==> src/rtl/rx_echo_queue.sv <==
// Receive-to-transmit buffering stage: queues RX bytes in a circular FIFO and
// drains them one per transmitter handshake, with optional ASCII case swap.
module rx_echo_queue #(
   parameter int unsigned DEPTH_LOG2   = 4,
   parameter int unsigned BUSY_TIMEOUT = 16,
   parameter int unsigned CASE_SWAP    = 0
) (
   input  logic                  clk,
   input  logic                  reset,
   input  logic [7:0]            RX_DATA,
   input  logic                  RX_STATUS,
   input  logic                  TX_STATUS,
   output logic [7:0]            TX_DATA,
   output logic                  TX_EN,
   output logic                  overflow,
   output logic [DEPTH_LOG2:0]   fill_level
);

   localparam int unsigned DEPTH = 2 ** DEPTH_LOG2;
   localparam int unsigned PTR_W = DEPTH_LOG2;
   localparam int unsigned LVL_W = DEPTH_LOG2 + 1;
   localparam int unsigned CNT_W = $clog2(BUSY_TIMEOUT + 1);

   typedef enum logic [1:0] {
      IDLE      = 2'd0,
      LOAD      = 2'd1,
      WAIT_BUSY = 2'd2,
      WAIT_DONE = 2'd3
   } state_t;

   state_t             state;
   state_t             state_nxt;
   logic [7:0]         mem [DEPTH];
   logic [PTR_W-1:0]   wr_ptr;
   logic [PTR_W-1:0]   rd_ptr;
   logic [CNT_W-1:0]   busy_cnt;
   logic               full;
   logic               empty;
   logic               pop;
   logic               push;

   // Swap letter case only inside the two ASCII letter ranges.
   function automatic logic [7:0] swap_case(input logic [7:0] b);
      if ((CASE_SWAP != 0) &&
          (((b >= 8'h41) && (b <= 8'h5A)) || ((b >= 8'h61) && (b <= 8'h7A))))
         return b ^ 8'h20;
      return b;
   endfunction

   assign full  = (fill_level == LVL_W'(DEPTH));
   assign empty = (fill_level == '0);
   // A pop in the same cycle frees a slot, so a push into a full FIFO still lands.
   assign push  = RX_STATUS && (!full || pop);

   // State register.
   always_ff @(posedge clk) begin
      if (reset) state <= IDLE;
      else       state <= state_nxt;
   end

   // Next-state logic and pop decision.
   always_comb begin
      state_nxt = state;
      pop       = 1'b0;
      case (state)
         IDLE: begin
            if (!empty && TX_STATUS) begin
               pop       = 1'b1;
               state_nxt = LOAD;
            end
         end
         LOAD:      state_nxt = WAIT_BUSY;
         WAIT_BUSY: begin
            if (!TX_STATUS)
               state_nxt = WAIT_DONE;
            else if (busy_cnt == CNT_W'(BUSY_TIMEOUT - 1))
               state_nxt = IDLE;
         end
         WAIT_DONE: begin
            if (TX_STATUS) state_nxt = IDLE;
         end
         default:   state_nxt = IDLE;
      endcase
   end

   // FIFO storage; contents are meaningless after reset since pointers clear.
   always_ff @(posedge clk) begin
      if (!reset && push) mem[wr_ptr] <= RX_DATA;
   end

   // Pointers, occupancy, sticky overflow, timeout counter and TX outputs.
   always_ff @(posedge clk) begin
      if (reset) begin
         wr_ptr     <= '0;
         rd_ptr     <= '0;
         fill_level <= '0;
         overflow   <= 1'b0;
         TX_EN      <= 1'b0;
         TX_DATA    <= 8'h00;
         busy_cnt   <= '0;
      end else begin
         TX_EN <= pop;
         if (push) wr_ptr <= wr_ptr + PTR_W'(1);
         if (RX_STATUS && !push) overflow <= 1'b1;
         if (pop) begin
            rd_ptr  <= rd_ptr + PTR_W'(1);
            TX_DATA <= swap_case(mem[rd_ptr]);
         end
         case ({push, pop})
            2'b10:   fill_level <= fill_level + LVL_W'(1);
            2'b01:   fill_level <= fill_level - LVL_W'(1);
            default: fill_level <= fill_level;
         endcase
         if (state == LOAD)
            busy_cnt <= '0;
         else if ((state == WAIT_BUSY) && TX_STATUS)
            busy_cnt <= busy_cnt + CNT_W'(1);
      end
   end

endmodule

==> config.mk <==
export PLATFORM = sky130hd
export DESIGN_NAME = rx_echo_queue
export DESIGN_NICKNAME = d
export VERILOG_FILES = /design/src/rtl/rx_echo_queue.sv
export SDC_FILE = /design/constraint.sdc
export NUM_CORES = 1
export LEC_CHECK = 0
export ABC_AREA = 0
export CORE_AREA = 2 2 115 173
export CTS_CLUSTER_DIAMETER = 60
export DETAILED_ROUTE_END_ITERATION = 8
export DIE_AREA = 0 0 117 175
export REMOVE_ABC_BUFFERS = 1
export SYNTH_ARGS = -nofsm -noshare
export SYNTH_HDL_FRONTEND = slang
export SYNTH_SLANG_ARGS = --single-unit
==> constraint.sdc <==
create_clock -name clk -period 4.7 [get_ports clk]
set_input_delay 1.41 -clock clk [delete_from_list [all_inputs] [get_ports clk]]
set_output_delay 1.41 -clock clk [all_outputs]
set_load 0.01 [all_outputs]
-- Yosys cells after proc, flatten, opt, wreduce, memory -nomap -nowiden
Memories as Yosys holds them, arrays and structs flattened. A register that Yosys moved wholly into a read port is not among the register bits.
Cells that the tools add are included.
- register bits after elaboration: 22
- latch bits: 0
- RAM bits: 128
- ROM bits: 0
- memories: 1
- add/subtract/negate cells: 5
- multiply operators: 0
- div/mod/pow operators: 0
- magnitude comparators: 0
- eq/ne operators: 10
- shift-type cells: 0
- mux-type cells: 10
- bitwise gates (word level): 0
- reductions and logical operators: 15
- memory list (name ; depth ; width ; read ports ; clocked after memory_dff ; write ports ; line ; RTL):
    mem ; 16 ; 8 ; 1 ; 1 ; 1 ; 33 ; logic [7:0] mem [DEPTH];
- operators by type and width (kind ; number):
    $add 5x1->5 const B ; 2
    $pmux 5 s2 ; 1
    $add 4x1->4 const B ; 2
    $mux 2 ; 4
    $pmux 2 s4 ; 1
    $eq 2x2->1 const B ; 3
    $eq 5x4->1 const B ; 1
    $eq 5x5->1 const B ; 1
    $logic_and 1x1->1 ; 5
    $logic_not 5->1 ; 1
    $sub 5x1->5 const B ; 1
    $eq 2x1->1 const B ; 2
    $logic_not 1->1 ; 4
    $mux 1 ; 4
    $ne 2x2->1 const B ; 2
    $ne 3x3->1 const B ; 1
    $reduce_and 3->1 ; 1
    $logic_not 2->1 ; 1
    $reduce_bool 2->1 ; 1
    $reduce_or 2->1 ; 1
    $logic_or 1x1->1 ; 1

-- Logic depth before layout (Yosys ltp)
Gate-level depths: netlist (run 1).
- depth after elaboration: 10
- gate-level depth with buffers: 10
- depth with buffers taken out: 8

-- Least setup slack after synthesis (run 1)
No wires, ideal clock.
- path kind: input port to flip-flop
- from: input TX_STATUS
- to: register fill_level[4]
- library setup time: 0.120 ns
- arrival time: 3.707 ns
- data required time: 4.580 ns
- path slack: 0.873 ns
- cell stages on the path: 10
- path buffers: 2
- cell sequence: buf_4 > nor3b_2 > o21ai_1 > buf_4 > nor2_1 > ha_1 > a21o_1 > a2111o_1 > o211a_1 > o31a_1
- word-level cells in the longest chain between the ends: 7
- elaborated cells between the ends (all ways): 9
- those cells by class: 2 x eq/ne; 3 x mux; 4 x reduce/logical
- ends and longest elaborated chain (item ; line ; RTL):
    start, declared ; 12 ; input logic TX_STATUS,
    $logic_and 1x1->1 (*) ; 67 ; if (!empty && TX_STATUS) begin
    $mux 1 (*) ; 67 ;
    $mux 1 (*) ; 65 ; case (state)
    $logic_or 1x1->1 ; 53 ; assign push = RX_STATUS && (!full || pop);
    $logic_and 1x1->1 ; 53 ;
    $eq 2x1->1 / $eq 2x2->1 (equally long branches) ; 109 ; case ({push, pop})
    $pmux 5 s2 / $reduce_bool 2->1 (equally long branches) ; n/a ;
    end signal, assigned ; 110 ; 2'b10: fill_level <= fill_level + LVL_W'(1);
    end signal, assigned ; 111 ; 2'b01: fill_level <= fill_level - LVL_W'(1);
    end signal, assigned ; 112 ; default: fill_level <= fill_level;
    end, declared ; 16 ; output logic [DEPTH_LOG2:0] fill_level
Mark *: on every way between the ends. The rest lies on a longest branch, timed or not.
A chain may end at the register's enable or synchronous reset.

-- Worst setup path in the final report (run 1)
Ends and elaborated chain as after synthesis.

==> results of run 1 <==
-- logic make-up after synthesis --
kind of cell	Yosys count
XOR/XNOR	6
adder cells (fa/ha/maj)	11
buffers and inverters	31
AND/OR/NAND/NOR	88
AO/OA/AOI/OAI	71
multiplexers	56
flip-flops	158
-- flip-flops by register name, summed over array words and instances, names as in the netlist --
signal,flops
overflow,1
rd_ptr,4
busy_cnt,5
mem,128
TX_EN,1
TX_DATA,8
state,2
wr_ptr,4
fill_level,5
-- stage by stage --
stage | instances | instance area [um2] | total power [W] | util | worst slack (ns)
2_1_floorplan | 398 | 6400 | 0.00218 | - | 0.970
3_3_place_gp | 693 | 7080 | 0.00246 | 0.372 | 0.645
3_5_place_dp | 693 | 7080 | 0.00247 | 0.372 | 0.635
4_1_cts | 725 | 7690 | 0.00389 | 0.405 | 1.08
5_1_grt | 725 | 7690 | 0.00402 | 0.405 | 0.888
6_report | 725 | 7690 | 0.00387 | 0.405 | 1.05
-- layout make-up --
cell class | count | share of cell area
Clock buffer | 21 | 0.0573
Clock inverter | 11 | 0.0220
Inverter | 8 | 0.00391
Multi-Input combinational cell | 232 | 0.250
Sequential cell | 158 | 0.578
Tap cell | 256 | 0.0417
Timing Repair Buffer | 39 | 0.0465
-- layout by cell type, fill, tap and decap left out, drive strengths merged, types with 7 or more instances in the layout --
| cell type | Yosys | layout |
|---|---|---|
| o21ai | 11 | 11 |
| clkdlybuf4s50 | 0 | 26 |
| a21oi | 20 | 20 |
| ha | 10 | 10 |
| nor2 | 34 | 34 |
| mux4 | 16 | 16 |
| nor3 | 8 | 8 |
| mux2i | 37 | 37 |
| nand3 | 7 | 7 |
| a22oi | 9 | 9 |
| o22ai | 18 | 18 |
| buf | 13 | 13 |
| inv | 8 | 9 |
| nand2 | 14 | 14 |
| dfxtp | 30 | 30 |
| edfxtp | 128 | 128 |
| clkbuf | 10 | 21 |
-- layer usage --
| layer | global-route usage | vias to the layer above |
|---|---|---|
| met3 | 0.0368 | 28 |
| li1 | - | 1696 |
| met4 | 0.0520 | 0 |
| met2 | 0.256 | 107 |
| met5 | 0 | - |
| met1 | 0.173 | 1880 |
-- how the worst max path moves through the flow --
stage	depth (start not counted)	start	slack, ns	to
2_1_floorplan	8	TX_STATUS	0.97	fill_level[4]
4_1_cts	9	TX_STATUS	1.08	fill_level[4]
6_report	9	TX_STATUS	1.05	fill_level[4]
5_1_grt	9	TX_STATUS	0.89	fill_level[4]
3_5_place_dp	9	TX_STATUS	0.64	fill_level[4]
3_3_place_gp	9	TX_STATUS	0.65	fill_level[4]
-- synthesized netlist by cell type, types with 6 or more instances --
cell type | instances | share of area
nand2_1 | 14 | 0.0081
clkbuf_1 | 9 | 0.0052
inv_1 | 8 | 0.0046
dfxtp_1 | 30 | 0.092
nor2_1 | 34 | 0.020
nor2b_1 | 6 | 0.0058
a21oi_1 | 19 | 0.015
buf_2 | 7 | 0.0054
nand3_1 | 7 | 0.0054
edfxtp_1 | 128 | 0.59
o22ai_1 | 18 | 0.017
a22oi_1 | 9 | 0.010
mux4_2 | 16 | 0.055
nor3_1 | 8 | 0.0061
o21ai_0 | 10 | 0.0077
ha_1 | 10 | 0.019
mux2i_1 | 35 | 0.054
-- power by group through the flow --
stage | Clock (W) | Combinational (W) | Sequential [W]
global placement | 0 | 0.000767 | 0.00169
global route | 0.00151 | 0.000843 | 0.00167
floorplan | 0 | 0.000461 | 0.00172
detailed placement | 0 | 0.000781 | 0.00169
CTS | 0.00145 | 0.000784 | 0.00166
finish | 0.00143 | 0.000778 | 0.00166
-- tightest hold or removal path, delay by kind of cell (launching register included) --
family          cells  cell delay, ns
simple gates        1            0.07
flops               1            0.33
compound gates      1            0.05
==> impl_metrics.tcl, run 1 <==
set metrics [dict create \
    outcome "complete, no violations" \
    max_freq_mhz 274 \
    root_buffer "clkbuf_16" \
    die_h_um 175 \
    num_rows 62 \
    grt_pass1_wl_mm 21.8 \
    portBuffers 26 \
    critPathCaptureType "register" \
    n_antenna_cell 0 \
    tritoncts "yes" \
    drc 0 \
    min_period_ns 3.65 \
    routedWlPerCell_um 19.5 \
    drt_iter0_markers 302 \
    hold_buffers 0 \
    htreeDepth 4 \
    met3_length_um 625 \
    synth-simple-area-share 0.0694 \
    relSlewSlack 0.240 \
    clockBufferDepth 2 \
    antenna_found_initial 0 \
    cp-start-kind "input pin" \
    p_switching_w 0.00105 \
    synth-async-reset-ratio 0 \
    slowest_delay_ns 0.64 \
    p_leak_nw 2.44 \
    clock_skew_ns 0.0116 \
    synth_edf_count 128 \
    synth_warnings 0 \
    rsz0062_at_grt "no" \
    power_frac_comb 0.201 \
    initial_utilization 0.343 \
    ys_types 53 \
    crit_type "input pin to register" \
    power.density_nw_per_um2 503 \
    slew_viol_final 0 \
    hpwl_mm 9.37 \
    p_int_w 0.00282 \
    gr-total-overflow 0 \
    seq_power_share 0.430 \
    firstDrtPassIters 5 \
    multi_input_area_um2 1930 \
    register_area_um2 4450 \
    die-area_um2 20500 \
    syn_to_final_growth_pct 18.1 \
    drive_gt1_frac 0.149 \
    path_delay_family "compound AO/OA/AOI/OAI gates" \
    p_sw_frac 0.272 \
    finalHoldViolCount 0 \
    vias_per_cell 5.12 \
    r2r-start "fill_level[0]" \
    critPathRequiredTime_ns 5.01 \
    arrival_ns 3.96 \
    routed_wl_mm 14.1 \
    finalSetupTns_ns 0 \
    synth-seq-area-share 0.683 \
    maxCapViolCount 0 \
    gp_congestion 0.832 \
    fillers 1778 \
    synth_fa_ha_area_frac 0.0223 \
    numCtsBuffers 17 \
    setup_viol 0 \
    vias 3711 \
    coreArea_um2 19000 \
    synthMuxAreaShare 0.122 \
    synthCells 421 \
    synthXorXnorAreaFrac 0.00807 \
    wl_met2_mm 7.59 \
    nets 479 \
    path_buf_inv 1 \
    synth_compound_area_frac 0.0736 \
    io_pins 27 \
    cts-resized-gates 0 \
    grt_pass1_vias 3822 \
    slowest_stage "clkdlybuf4s50_1" \
    r2r_end "fill_level[4]" \
    min_from "overflow" \
    power_frac_clock 0.369 \
    grt_max_degree 39 \
    syn_avg_cell_area_um2 15.5 \
    syn-cell-area_um2 6510 \
    path_cells "clkdlybuf4s50_1 > nor3b_2 > o21ai_1 > nor2_1 > ha_1 > a21o_1 > a2111o_1 > o211a_1 > o31a_1" \
    tightest_slew_ns 1.14 \
    holdWs_ns 0.486 \
    finalCritPeriodShare 0.776 \
    clk_latency_ns 0.43 \
    cts_setup_buffers 0 \
    highest_layer "met4" \
    cts_sinks 158 \
    min_to "overflow" \
    wl_met1_mm 5.58 \
    whs_path_depth 2 \
    drt.antenna.violating_nets 0 \
    synth_top_family_by_area "multiplexers" \
    grt_use_total 0.147 \
    die_w_um 117 \
    path_max_fanout 10 \
    clk_pin_slew_ns 0.06 \
    holdCritPathClass "register to register" \
    r2r_slack_ns 1.85 \
    synth-seq-cells 158 \
    max-vdd-ir-drop_uv 280 \
    synth-main-ff-cell "edfxtp_1" \
    reg2reg_depth 8 \
]
No activity file was read; power rests on OpenSTA's default activity.
==> run 2, diff against run 1 <==
Clock period 4.7 ns to 3 ns, I/O delays scaled along.
==> run 2 against run 1 <==
Compared with the run above:
- combinational power grew 72%
- final area grew 2.4%
- wire length shrank 1.3%
==> impl_metrics.tcl, run 2 (same netlist as run 1, synthesis figures left out) <==
set metrics [dict create \
    min_period_ns 2.85 \
    p_leak_nw 2.56 \
    finalHoldViolCount 0 \
    grt_max_degree 24 \
    largest_register "mem" \
    holdCritPathClass "register to register" \
    drt.antenna.violating_nets 0 \
    p_total_w 0.00615 \
    dp_cells 716 \
    critPathRequiredTime_ns 3.31 \
    path_delay_family "compound AO/OA/AOI/OAI gates" \
    fillers 1709 \
    cts-resized-gates 0 \
    grt_pass1_vias 3814 \
    rsz0062_at_grt "no" \
    gr-total-overflow 0 \
    crit_type "input pin to register" \
    reg2reg_depth 8 \
    die-area_um2 20500 \
    drc 0 \
    layout_commonest_cell "edfxtp_1" \
    die_h_um 175 \
    maxCapViolCount 0 \
    die_w_um 117 \
    hpwl_mm 9.51 \
    syn_to_final_growth_pct 20.9 \
    portBuffers 26 \
    register_area_um2 4450 \
    clockBufferDepth 2 \
    n_antenna_cell 0 \
    grt_pass1_wl_mm 21.6 \
    path_max_fanout 3 \
    power.density_nw_per_um2 780 \
    tightest_slew_ns 0.966 \
    pre_cts_slack_ns -0.281 \
    routed_wl_mm 14.0 \
    firstDrtPassIters 5 \
    nets 502 \
    holdWs_ns 0.503 \
    drt_iter0_markers 240 \
    largest_reg_flops 128 \
    slowest_stage "clkdlybuf4s50_1" \
    gp_congestion 0.861 \
    slew_viol_final 0 \
    vias 3758 \
    finalCritPeriodShare 0.950 \
    r2r_slack_ns 0.35 \
    initial_utilization 0.343 \
    slowest_delay_ns 0.47 \
    root_buffer "clkbuf_16" \
    coreArea_um2 19000 \
    final_cell_mix "edfxtp_1 (128), buf_4 (36), mux2i_1 (35)" \
    setup_viol 0 \
    outcome "complete, no violations" \
    antenna_found_initial 0 \
    cts_sinks 158 \
    final_cells 748 \
    htreeDepth 4 \
    io_pins 27 \
    fin_ws_ns 0.150 \
    finalSetupTns_ns 0 \
    largestRegisters "mem x128, TX_DATA x8" \
    critPathCaptureType "register" \
    cts_setup_buffers 0 \
    clk_pin_slew_ns 0.06 \
    tritoncts "yes" \
    cp-start-kind "input pin" \
    cp.depth 9 \
    drive_gt1_frac 0.197 \
    multi_input_area_um2 1930 \
    clock_skew_ns 0.00707 \
    path_buf_inv 1 \
    arrival_ns 3.16 \
    path_cells "clkdlybuf4s50_1 > nor3b_2 > o21ai_1 > nor2_1 > ha_1 > a21o_1 > a2111o_1 > o211a_1 > o31a_1" \
    routedWlPerCell_um 18.7 \
    relSlewSlack 0.353 \
    max-vdd-ir-drop_uv 353 \
    max_freq_mhz 351 \
    numCtsBuffers 17 \
    grt_use_total 0.145 \
    whs_path_depth 2 \
    vias_per_cell 5.02 \
    num_rows 62 \
    hold_buffers 0 \
    clk_latency_ns 0.42 \
]
## run 2: changes by cell type in the layout (fill, tap and decap cells not counted), sizes merged
cell,before,now
clkbuf,21,17
bufinv,4,2
buf,13,36
inv,9,16
clkinv,5,4
## run 2: through the flow
stage,instance area (um2),utilization
floorplan,6400,-
global placement,7250,0.382
detailed placement,7250,0.382
CTS,7870,0.414
global route,7870,0.414
finish,7870,0.414
## run 2: worst paths after layout
path	endpoint	start
setup / recovery	fill_level[4]	TX_STATUS
hold / removal	overflow	overflow
setup reg to reg	fill_level[4]	fill_level[0]
hold reg to reg	overflow	overflow
## run 2: final cells by class
class                   instances  area share
flip-flops and latches        158       0.565
multi-input cells             232       0.245
inverters                       8     0.00381
repair buffers                 62      0.0674
well taps                     256      0.0407
clock buffers                  17      0.0540
clock inverters                15      0.0249
## run 2: power breakdown
part / internal [W] / leakage, nW / total (W) / switching (W)
combinational: 0.000626 / 0.859 / 0.00134 / 0.000714
sequential: 0.00247 / 1.40 / 0.00257 / 0.0000960
clock: 0.00127 / 0.304 / 0.00224 / 0.000962
total: 0.00437 / 2.56 / 0.00615 / 0.00177
## run 2: per-layer routing
| metal | vias up | GRT usage | share of wire |
|---|---|---|---|
| li1 | 1756 | - | - |
| met2 | 107 | 0.248 | 0.53 |
| met4 | 0 | 0.0706 | 0.031 |
| met1 | 1871 | 0.171 | 0.40 |
| met5 | - | 0 | 0 |
| met3 | 24 | 0.0277 | 0.040 |
## run 2: worst register-to-register path: cells and delay by family (launching register included)
kind	cells	cell delay, ns
fa+ha+maj	1	0.41
flops	1	0.31
compound gates	5	1.12
simple gates	2	0.71
==> run 3, diff against run 2 <==
Settings changed: DONT_BUFFER_PORTS set to 1.
==> run 3 against run 2 <==
Compared with the run above:
- setup slack improved by 0.14 ns
- wire length decreased by 2.8%
- combinational power is 16% lower
- clock skew grew 0.0053 ns
- global-route usage fell by 0.34 points
- clock power decreased by 6%
- count of clock-buffer cells in the layout grew 1
- critical path depth decreased by 1
- highest routed layer unchanged
==> impl_metrics.tcl, run 3 (same netlist as run 1, synthesis figures left out) <==
set metrics [dict create \
    numCtsBuffers 17 \
    p_int_w 0.00414 \
    grt_pass1_wl_mm 21.2 \
    slowest_delay_ns 0.60 \
    cp-start-kind "register" \
    p_switching_w 0.00165 \
    drt.antenna.violating_nets 0 \
    rsz0062_at_grt "no" \
    root_buffer "clkbuf_16" \
    largestRegisters "mem x128, TX_DATA x8" \
    antenna_found_initial 0 \
    met3_length_um 761 \
    cts_sinks 158 \
    vias_per_cell 5.09 \
    die_h_um 175 \
    coreArea_um2 19000 \
    min_period_ns 2.71 \
    largest_reg_flops 128 \
    critPathRequiredTime_ns 3.31 \
    clock_skew_ns 0.0124 \
    drc 0 \
    slowest_stage "or4_4" \
    clk_pin_slew_ns 0.07 \
    layout_commonest_cell "edfxtp_1" \
    portBuffers 0 \
    gp_congestion 0.813 \
    pre_cts_slack_ns 0.128 \
    grt_pass1_vias 3817 \
    gr-total-overflow 0 \
    finalCritPeriodShare 0.903 \
    final_cell_mix "edfxtp_1 (128), mux2i_1 (35), nor2_1 (34)" \
    cts_setup_buffers 0 \
    p_sw_frac 0.285 \
    grt_use_total 0.141 \
    fillers 1751 \
    routedWlPerCell_um 19.1 \
    finalHoldViolCount 0 \
    tightest_slew_ns 0.806 \
    max_freq_mhz 369 \
    htreeDepth 4 \
    setup_viol 0 \
    tritoncts "yes" \
    power.density_nw_per_um2 772 \
    nets 465 \
    num_rows 62 \
    hold_buffers 0 \
    arrival_ns 3.02 \
    fin_ws_ns 0.291 \
    drive_gt1_frac 0.187 \
    crit_type "register to register" \
    highest_layer "met4" \
    seq_power_share 0.443 \
    maxCapViolCount 0 \
    max-vdd-ir-drop_uv 440 \
    n_antenna_cell 0 \
    clockBufferDepth 2 \
    largest_register "mem" \
    path_max_fanout 4 \
    holdCritPathClass "register to register" \
    critPathCaptureType "register" \
    wl_met2_mm 7.28 \
    p_total_w 0.00579 \
    path_cells "or4_4 > o21ai_1 > nor2_1 > fa_1 > a21o_1 > a2111o_1 > o211a_1 > o31a_1" \
    drt_iter0_markers 166 \
    post_dp_cell_area_um2 6920 \
    initial_utilization 0.343 \
    die-area_um2 20500 \
    p_leak_nw 2.39 \
    path_delay_family "compound AO/OA/AOI/OAI gates" \
    syn_to_final_growth_pct 15.2 \
    die_w_um 117 \
    hpwl_mm 8.77 \
    relSlewSlack 0.462 \
    cts-resized-gates 0 \
    power_frac_comb 0.195 \
    wl_met1_mm 5.29 \
    routed_wl_mm 13.6 \
    power_frac_clock 0.362 \
    stdcell_area_um2 7500 \
    firstDrtPassIters 6 \
    slew_viol_final 0 \
    clk_latency_ns 0.42 \
    grt_max_degree 51 \
    outcome "complete, no violations" \
    path_buf_inv 0 \
    io_pins 27 \
    vias 3617 \
]
run 3: power groups by stage:
stage	logic [W]	registers (W)	clock network [W]
finish	0.00113	0.00256	0.00210
global route	0.00124	0.00258	0.00223
CTS	0.00114	0.00256	0.00214
detailed placement	0.00114	0.00261	0
global placement	0.00112	0.00261	0
floorplan	0.000723	0.00270	0
run 3: path summary, 6_finish.rpt:
check	startpoint	to	slack (ns)	depth (start not counted)
min	busy_cnt[3]	busy_cnt[3]	0.54	2
max	fill_level[0]	fill_level[4]	0.29	8
min reg2reg	busy_cnt[3]	busy_cnt[3]	0.54	2
max reg2reg	fill_level[0]	fill_level[4]	0.29	8
run 3: final cells by class:
class	instances	area (um2)	area share
well taps	256	320	0.0427
multi-input cells	232	1930	0.257
flip-flops and latches	158	4450	0.593
repair buffers	25	200	0.0267
clock inverters	14	151	0.0202
inverters	8	30.0	0.00400
clock buffers	18	429	0.0572
run 3: worst min-delay path, delay by kind of cell, from the launching register on:
kind               cells  cell delay [ns]
DFF                    1             0.33
AOI/OAI and AO/OA      2             0.16
run 3: metal layers:
layer / vias to the layer above / track usage
met2: 86 / 0.242
li1: 1674 / -
met3: 14 / 0.0402
met4: 0 / 0.0647
met5: - / 0
met1: 1843 / 0.161
run 3: per-stage QoR:
stage,std cells,utilization,TNS (ns),hold slack [ns]
floorplan,398,-,-0.220,0.479
global placement,679,0.364,0,0.494
detailed placement,679,0.364,0,0.526
CTS,711,0.395,0,0.519
global route,711,0.395,0,0.520
finish,711,0.395,0,0.538
